<file path="src/rtl/synth_pkg.sv">
// Shared types and widths for the synth voice path (allocator, voice slots).
package synth_pkg;

  localparam int NOTE_W = 7;
  localparam int VEL_W  = 7;

  typedef enum logic [1:0] {
    IDLE  = 2'd0,
    SCAN  = 2'd1,
    APPLY = 2'd2
  } alloc_state_t;

  typedef struct packed {
    logic              on;
    logic [NOTE_W-1:0] note;
    logic [VEL_W-1:0]  vel;
  } ev_t;

endpackage

</file>
<file path="src/rtl/voice_slot.sv">
// One voice slot: note, velocity, gate and age-rank registers.
// Controls are mutually exclusive in practice; priority is write > vel > clear > age.
module voice_slot
  import synth_pkg::*;
#(
  parameter int AGE_W   = 4,
  parameter int AGE_MAX = 3
) (
  input  logic              clk,
  input  logic              rst,
  input  logic              ce,
  input  logic              wr_note,
  input  logic              wr_vel,
  input  logic              clr_gate,
  input  logic              age_inc,
  input  logic [NOTE_W-1:0] note_in,
  input  logic [VEL_W-1:0]  vel_in,
  output logic [NOTE_W-1:0] note,
  output logic [VEL_W-1:0]  vel,
  output logic              gate,
  output logic [AGE_W-1:0]  age
);

  always_ff @(posedge clk or posedge rst) begin
    if (rst) begin
      note <= '0;
      vel  <= '0;
      gate <= 1'b0;
      age  <= '0;
    end else if (ce) begin
      if (wr_note) begin
        note <= note_in;
        vel  <= vel_in;
        gate <= 1'b1;
        age  <= '0;
      end else if (wr_vel) begin
        vel <= vel_in;
        age <= '0;
      end else if (clr_gate) begin
        gate <= 1'b0;
      end else if (age_inc && (age < AGE_W'(AGE_MAX))) begin
        age <= age + AGE_W'(1);
      end
    end
  end

endmodule

</file>
<file path="src/rtl/voice_allocator.sv">
// Polyphonic voice allocator: retrigger, else lowest free slot, else steal oldest.
// Stealing is built only with VOICE_STEAL_EN defined; otherwise a full bank drops the note-on.
module voice_allocator
  import synth_pkg::*;
#(
  parameter int VOICES = 4,
  parameter int AGE_W  = 4
) (
  input  logic                     CLK,
  input  logic                     RST,
  input  logic                     CE,
  input  logic                     EV_VALID,
  output logic                     EV_READY,
  input  logic                     EV_ON,
  input  logic [NOTE_W-1:0]        EV_NOTE,
  input  logic [VEL_W-1:0]         EV_VEL,
  output logic [NOTE_W*VOICES-1:0] VOICE_NOTE,
  output logic [VEL_W*VOICES-1:0]  VOICE_VEL,
  output logic [VOICES-1:0]        VOICE_GATE,
  output logic                     DROP,
  output alloc_state_t             dbg_state,
  output logic [AGE_W*VOICES-1:0]  dbg_age
);

  localparam int IDX_W = $clog2(VOICES);
  localparam logic [IDX_W-1:0] LAST_IDX = IDX_W'(VOICES - 1);

  alloc_state_t state, state_next;
  ev_t ev_q;
  logic [IDX_W-1:0] idx;
  logic hit_found, free_found;
  logic [IDX_W-1:0] hit_idx, free_idx;

  logic [NOTE_W-1:0] slot_note [VOICES];
  logic [VEL_W-1:0]  slot_vel  [VOICES];
  logic [AGE_W-1:0]  slot_age  [VOICES];
  logic [VOICES-1:0] slot_gate;
  logic [VOICES-1:0] wr_note, wr_vel, clr_gate, age_inc;
  logic do_drop;

  logic cur_gate;
  logic [NOTE_W-1:0] cur_note;
  assign cur_gate = slot_gate[idx];
  assign cur_note = slot_note[idx];

`ifdef VOICE_STEAL_EN
  logic old_found;
  logic [IDX_W-1:0] old_idx;
  logic [AGE_W-1:0] old_age;
  logic [AGE_W-1:0] cur_age;
  assign cur_age = slot_age[idx];
`endif

  // Handshake: EV_READY is high only in IDLE; an event transfers on a CE edge
  // with EV_VALID & EV_READY, and EV_* are latched on that edge.
  assign EV_READY  = (state == IDLE);
  assign dbg_state = state;

  always_ff @(posedge CLK or posedge RST) begin
    if (RST) state <= IDLE;
    else if (CE) state <= state_next;
  end

  always_comb begin
    state_next = state;
    case (state)
      IDLE:    if (EV_VALID) state_next = SCAN;
      SCAN:    if (idx == LAST_IDX) state_next = APPLY;
      APPLY:   state_next = IDLE;
      default: state_next = IDLE;
    endcase
  end

  always_ff @(posedge CLK or posedge RST) begin
    if (RST) begin
      ev_q       <= '0;
      idx        <= '0;
      hit_found  <= 1'b0;
      free_found <= 1'b0;
      hit_idx    <= '0;
      free_idx   <= '0;
      DROP       <= 1'b0;
`ifdef VOICE_STEAL_EN
      old_found  <= 1'b0;
      old_idx    <= '0;
      old_age    <= '0;
`endif
    end else if (CE) begin
      DROP <= do_drop;
      if (state == IDLE && EV_VALID) begin
        // Zero-velocity note-on is a note-off in MIDI running-status practice.
        ev_q.on    <= EV_ON && (EV_VEL != '0);
        ev_q.note  <= EV_NOTE;
        ev_q.vel   <= EV_VEL;
        idx        <= '0;
        hit_found  <= 1'b0;
        free_found <= 1'b0;
`ifdef VOICE_STEAL_EN
        old_found  <= 1'b0;
`endif
      end else if (state == SCAN) begin
        idx <= idx + IDX_W'(1);
        if (cur_gate && (cur_note == ev_q.note) && !hit_found) begin
          hit_found <= 1'b1;
          hit_idx   <= idx;
        end
        if (!cur_gate && !free_found) begin
          free_found <= 1'b1;
          free_idx   <= idx;
        end
`ifdef VOICE_STEAL_EN
        // Strict > keeps the lowest index among equally old slots.
        if (cur_gate && (!old_found || (cur_age > old_age))) begin
          old_found <= 1'b1;
          old_idx   <= idx;
          old_age   <= cur_age;
        end
`endif
      end
    end
  end

  always_comb begin
    logic commit_on;
    logic [IDX_W-1:0] tgt;
    commit_on = 1'b0;
    tgt       = '0;
    do_drop   = 1'b0;
    wr_note   = '0;
    wr_vel    = '0;
    clr_gate  = '0;
    age_inc   = '0;
    if (state == APPLY) begin
      if (ev_q.on) begin
        if (hit_found) begin
          wr_vel[hit_idx] = 1'b1;
          tgt             = hit_idx;
          commit_on       = 1'b1;
        end else if (free_found) begin
          wr_note[free_idx] = 1'b1;
          tgt               = free_idx;
          commit_on         = 1'b1;
`ifdef VOICE_STEAL_EN
        end else if (old_found) begin
          wr_note[old_idx] = 1'b1;
          tgt              = old_idx;
          commit_on        = 1'b1;
`endif
        end else begin
          do_drop = 1'b1;
        end
        if (commit_on) begin
          for (int i = 0; i < VOICES; i++) begin
            age_inc[i] = slot_gate[i] && (IDX_W'(i) != tgt);
          end
        end
      end else if (hit_found) begin
        clr_gate[hit_idx] = 1'b1;
      end
    end
  end

  for (genvar g = 0; g < VOICES; g++) begin : g_slot
    voice_slot #(
      .AGE_W   (AGE_W),
      .AGE_MAX (VOICES - 1)
    ) u_slot (
      .clk      (CLK),
      .rst      (RST),
      .ce       (CE),
      .wr_note  (wr_note[g]),
      .wr_vel   (wr_vel[g]),
      .clr_gate (clr_gate[g]),
      .age_inc  (age_inc[g]),
      .note_in  (ev_q.note),
      .vel_in   (ev_q.vel),
      .note     (slot_note[g]),
      .vel      (slot_vel[g]),
      .gate     (slot_gate[g]),
      .age      (slot_age[g])
    );
    assign VOICE_NOTE[g*NOTE_W +: NOTE_W] = slot_note[g];
    assign VOICE_VEL[g*VEL_W +: VEL_W]    = slot_vel[g];
    assign dbg_age[g*AGE_W +: AGE_W]      = slot_age[g];
  end

  assign VOICE_GATE = slot_gate;

endmodule
</file>
<file path="config.mk">
export PLATFORM = sky130hd
export DESIGN_NAME = voice_allocator
export DESIGN_NICKNAME = d
export VERILOG_FILES = /design/src/rtl/synth_pkg.sv /design/src/rtl/voice_slot.sv /design/src/rtl/voice_allocator.sv
export SDC_FILE = /design/constraint.sdc
export NUM_CORES = 1
export LEC_CHECK = 0
export CAP_MARGIN = 20
export CORE_MARGIN = 2
export CORE_UTILIZATION = 54
export CTS_BUF_LIST = sky130_fd_sc_hd__clkbuf_8 sky130_fd_sc_hd__clkbuf_16
export DETAILED_ROUTE_END_ITERATION = 16
export HOLD_SLACK_MARGIN = 0.15
export PLACE_DENSITY_LB_ADDON = 0.25
export SYNTH_ARGS = -nofsm -noshare
export SYNTH_HDL_FRONTEND = slang
export SYNTH_SLANG_ARGS = --single-unit
</file>
<file path="constraint.sdc">
create_clock -name CLK -period 4.6 [get_ports CLK]
set_input_delay 0.46 -clock CLK [delete_from_list [all_inputs] [get_ports CLK]]
set_output_delay 0.46 -clock CLK [all_outputs]
set_load 0.01 [all_outputs]
</file>
==> metrics.csv <==
stage;metric;value;unit
critical_path;reg2reg_to;hit_idx[1];
cts;cts-resized-gates;0;
pwr;p_switching;782;uW
critical_path;r2r_start;idx[1];
timing;fin_crit;2.64;ns
timing;slew_violations;0;
timing;fin_crit_sh;57.4;%
critical_path;crit_type;reg2reg;
final_layout;fin_nets;486;
cts;tritoncts;built;
pwr;p_comb_share;23.5;%
placement;dp_hpwl;6970;um
global_route;grt_max_degree;85;
floorplan;die_w;95.1;um
cts;hold_buffers;0;
global_route;grt_pass1_wl;15700;um
yosys;ys_warn_count;0;
yosys;syn_inst;371;
drt;num_vias;3176;
final_layout;diodes;0;
final_layout;area_delta_synth_final;27.3;%
yosys;synth.distinct_cells;45;
timing;setup_viol;0;
floorplan;initial_core_util;55.1;%
cts;cts_buffer_depth;2;
placement;place_inst;555;
critical_path;cp_max_fo;16;
cts;postCtsSetupBuffers;0;
critical_path;setup.worst_path.end_class;register;
yosys;avgSynthCellArea;12.1;um^2
drt;totalWireLength;9870;um
final_layout;drive_above_1_share;17.3;%
min_path;hold_path_class;in2async;
pwr;powerDensity;408;nW/um^2
timing;worstMarginPinSlew;0.959;ns
final_layout;final_common_cell;dfrtp_1;
global_route;antenna_found_initial;0;
cts;clockRootBuffer;clkbuf_8;
placement;place_congestion;0.855;
timing;hold_viol;0;
placement;dp_slack;1.95;ns
cts;clk_pin_slew;0.09;ns
drt;drc_errors;0;
critical_path;critPathLaunchType;register;
timing;rsz0062_at_grt;no;
critical_path;worstRegToRegCells;5;
pwr;p_int;1.54;mW
timing;relSlewSlack;35.9;%
yosys;ys_ff_latch;102;
final_layout;final_cells;572;
yosys;synth_nets;395;
yosys;async_reset_ff_share;100;%
pwr;clockPowerShare;22.2;%
drt;via_per_inst;5.55;
yosys;netlist_area;4480;um^2
pwr;p_leak;2.65;nW
timing;max_freq;379;MHz
cts;htree_levels;3;
floorplan;rows;33;
timing;holdWs;0.324;ns
drt;dr.pass1.iters;4;
cts;clkSinkCount;102;
critical_path;regToRegSetupSlack;1.96;ns
cts;insertion_delay;0.35;ns
global_route;gr-total-overflow;0;
yosys;yosysSeqAreaShare;57.0;%
drt;drtIter0Drc;119;
yosys;synth_edf_count;0;
drt;final_antenna_net_count;0;
flow_run;drv_cap;0;
pwr;seqPwrFrac;54.3;%
yosys;synth_flop_cell;dfrtp_1;
drt;wl_per_cell;17.3;um
final_layout;final_cell_mix;dfrtp_1 (102), clkdlybuf4s50_1 (98), nand2_1 (60), mux2_2 (57), o21ai_0 (22);
timing;finalSetupTns;0;ns
floorplan;placeableCoreArea;8130;um^2
cts;cts_buffers;9;
floorplan;die_h;95.1;um
floorplan;die_area;9040;um^2
placement;portBuffers;98;
outcome;status;complete, no violations;
global_route;grt_pass1_vias;3158;
global_route;track_usage;23.0;%
floorplan;num_io_pins;99;
pwr;p_sw_share;33.6;%
critical_path;crit_required;4.84;ns
timing;setup_slack;1.96;ns
timing;clock_skew;0.0114;ns
critical_path;cp.arrival;2.88;ns
pwr;vdd_drop_max;223;uV
-- cells in the mapped netlist (all sizes together) (2+ instances only) --
master | n | area, um^2
dfrtp | 102 | 2550
buf | 9 | 65.1
nor2 | 16 | 62.6
o21ai | 22 | 110
nand3b | 3 | 22.5
nor4 | 3 | 25.0
and3b | 2 | 17.5
a31oi | 2 | 12.5
mux2i | 5 | 50.1
nand2b | 3 | 18.8
inv | 11 | 41.3
nor3 | 2 | 10.0
xnor2 | 5 | 43.8
clkbuf | 11 | 41.3
nor3b | 2 | 15.0
a21oi | 4 | 20.0
ha | 5 | 62.6
a21o | 2 | 15.0
o31ai | 2 | 15.0
and2 | 2 | 12.5
mux2 | 59 | 664
nand3 | 10 | 50.1
mux4 | 6 | 150
nand2 | 60 | 225
nor4b | 2 | 17.5
nor2b | 9 | 56.3
-- kinds of logic (layout without fill, tap and decap cells) --
family | count (synthesis) | in the layout | synth area share (%)
simple gates | 118 | 118 | 12.7
flops | 102 | 102 | 57.0
mux | 70 | 70 | 19.3
compound gates | 39 | 39 | 5.17
buf+inv | 31 | 127 | 3.30
xor+xnor | 6 | 6 | 1.17
fa+ha+maj | 5 | 5 | 1.40
-- worst max-delay path by stage --
stage,start,to,slack (ns),cells past startpoint
2_1_floorplan,RST,DROP,1.46,1
3_3_place_gp,CE,g_slot[2].u_slot.vel[4],2.07,4
3_5_place_dp,idx[1],hit_idx[1],1.95,5
4_1_cts,idx[1],hit_idx[1],1.94,5
5_1_grt,idx[1],hit_idx[1],1.76,5
6_report,idx[1],hit_idx[1],1.96,5
-- critical path, stage by stage, from the launching register on --
cell	delay [ns]
dfrtp_1	0.83
mux4_1	0.67
xnor2_1	0.20
nand3_1	0.15
nor4_2	0.30
mux2_1	0.37
-- registers in the layout, indices dropped and copies added, names as in the netlist --
| register | count |
|---|---|
| free_found | 1 |
| idx | 2 |
| g_slot.u_slot.note | 28 |
| dbg_state | 2 |
| hit_idx | 2 |
| g_slot.u_slot.gate | 4 |
| g_slot.u_slot.vel | 28 |
| g_slot.u_slot.age | 16 |
| hit_found | 1 |
| free_idx | 2 |
| ev_q | 15 |
| DROP | 1 |
-- through the flow --
step | area (um^2) | util, % | total power [mW]
floorplan | 4480 | - | 1.58
global placement | 5490 | 67.5 | 1.80
detailed placement | 5490 | 67.5 | 1.82
CTS | 5670 | 69.8 | 2.34
global route | 5700 | 70.1 | 2.46
finish | 5700 | 70.1 | 2.33
-- power by group through the flow --
stage,combinational (mW),sequential [mW],clock [mW]
2_1_floorplan,0.400,1.18,0
3_3_place_gp,0.530,1.27,0
3_5_place_dp,0.545,1.28,0
4_1_cts,0.547,1.26,0.531
5_1_grt,0.600,1.29,0.566
6_report,0.546,1.26,0.517
-- layout make-up --
cell class                 count  area [um^2]
sequential                   102         2550
fill                         618         2430
clock inverter                 7         56.3
multi-input combinational    238         1780
clock buffer                   9          124
tap                          105          131
inverter                      11         43.8
timing repair buffer         100         1020
-- per-layer routing --
layer	routed length [um]	up-vias	track usage [%]	part of all wire, %
li1	-	1466	-	-
met1	4310	1589	31.0	44
met2	5080	107	38.0	51
met3	339	14	3.79	3.4
met4	143	0	7.97	1.4
met5	0	-	0	0
Note: power is estimated with default switching activity, not from simulation.
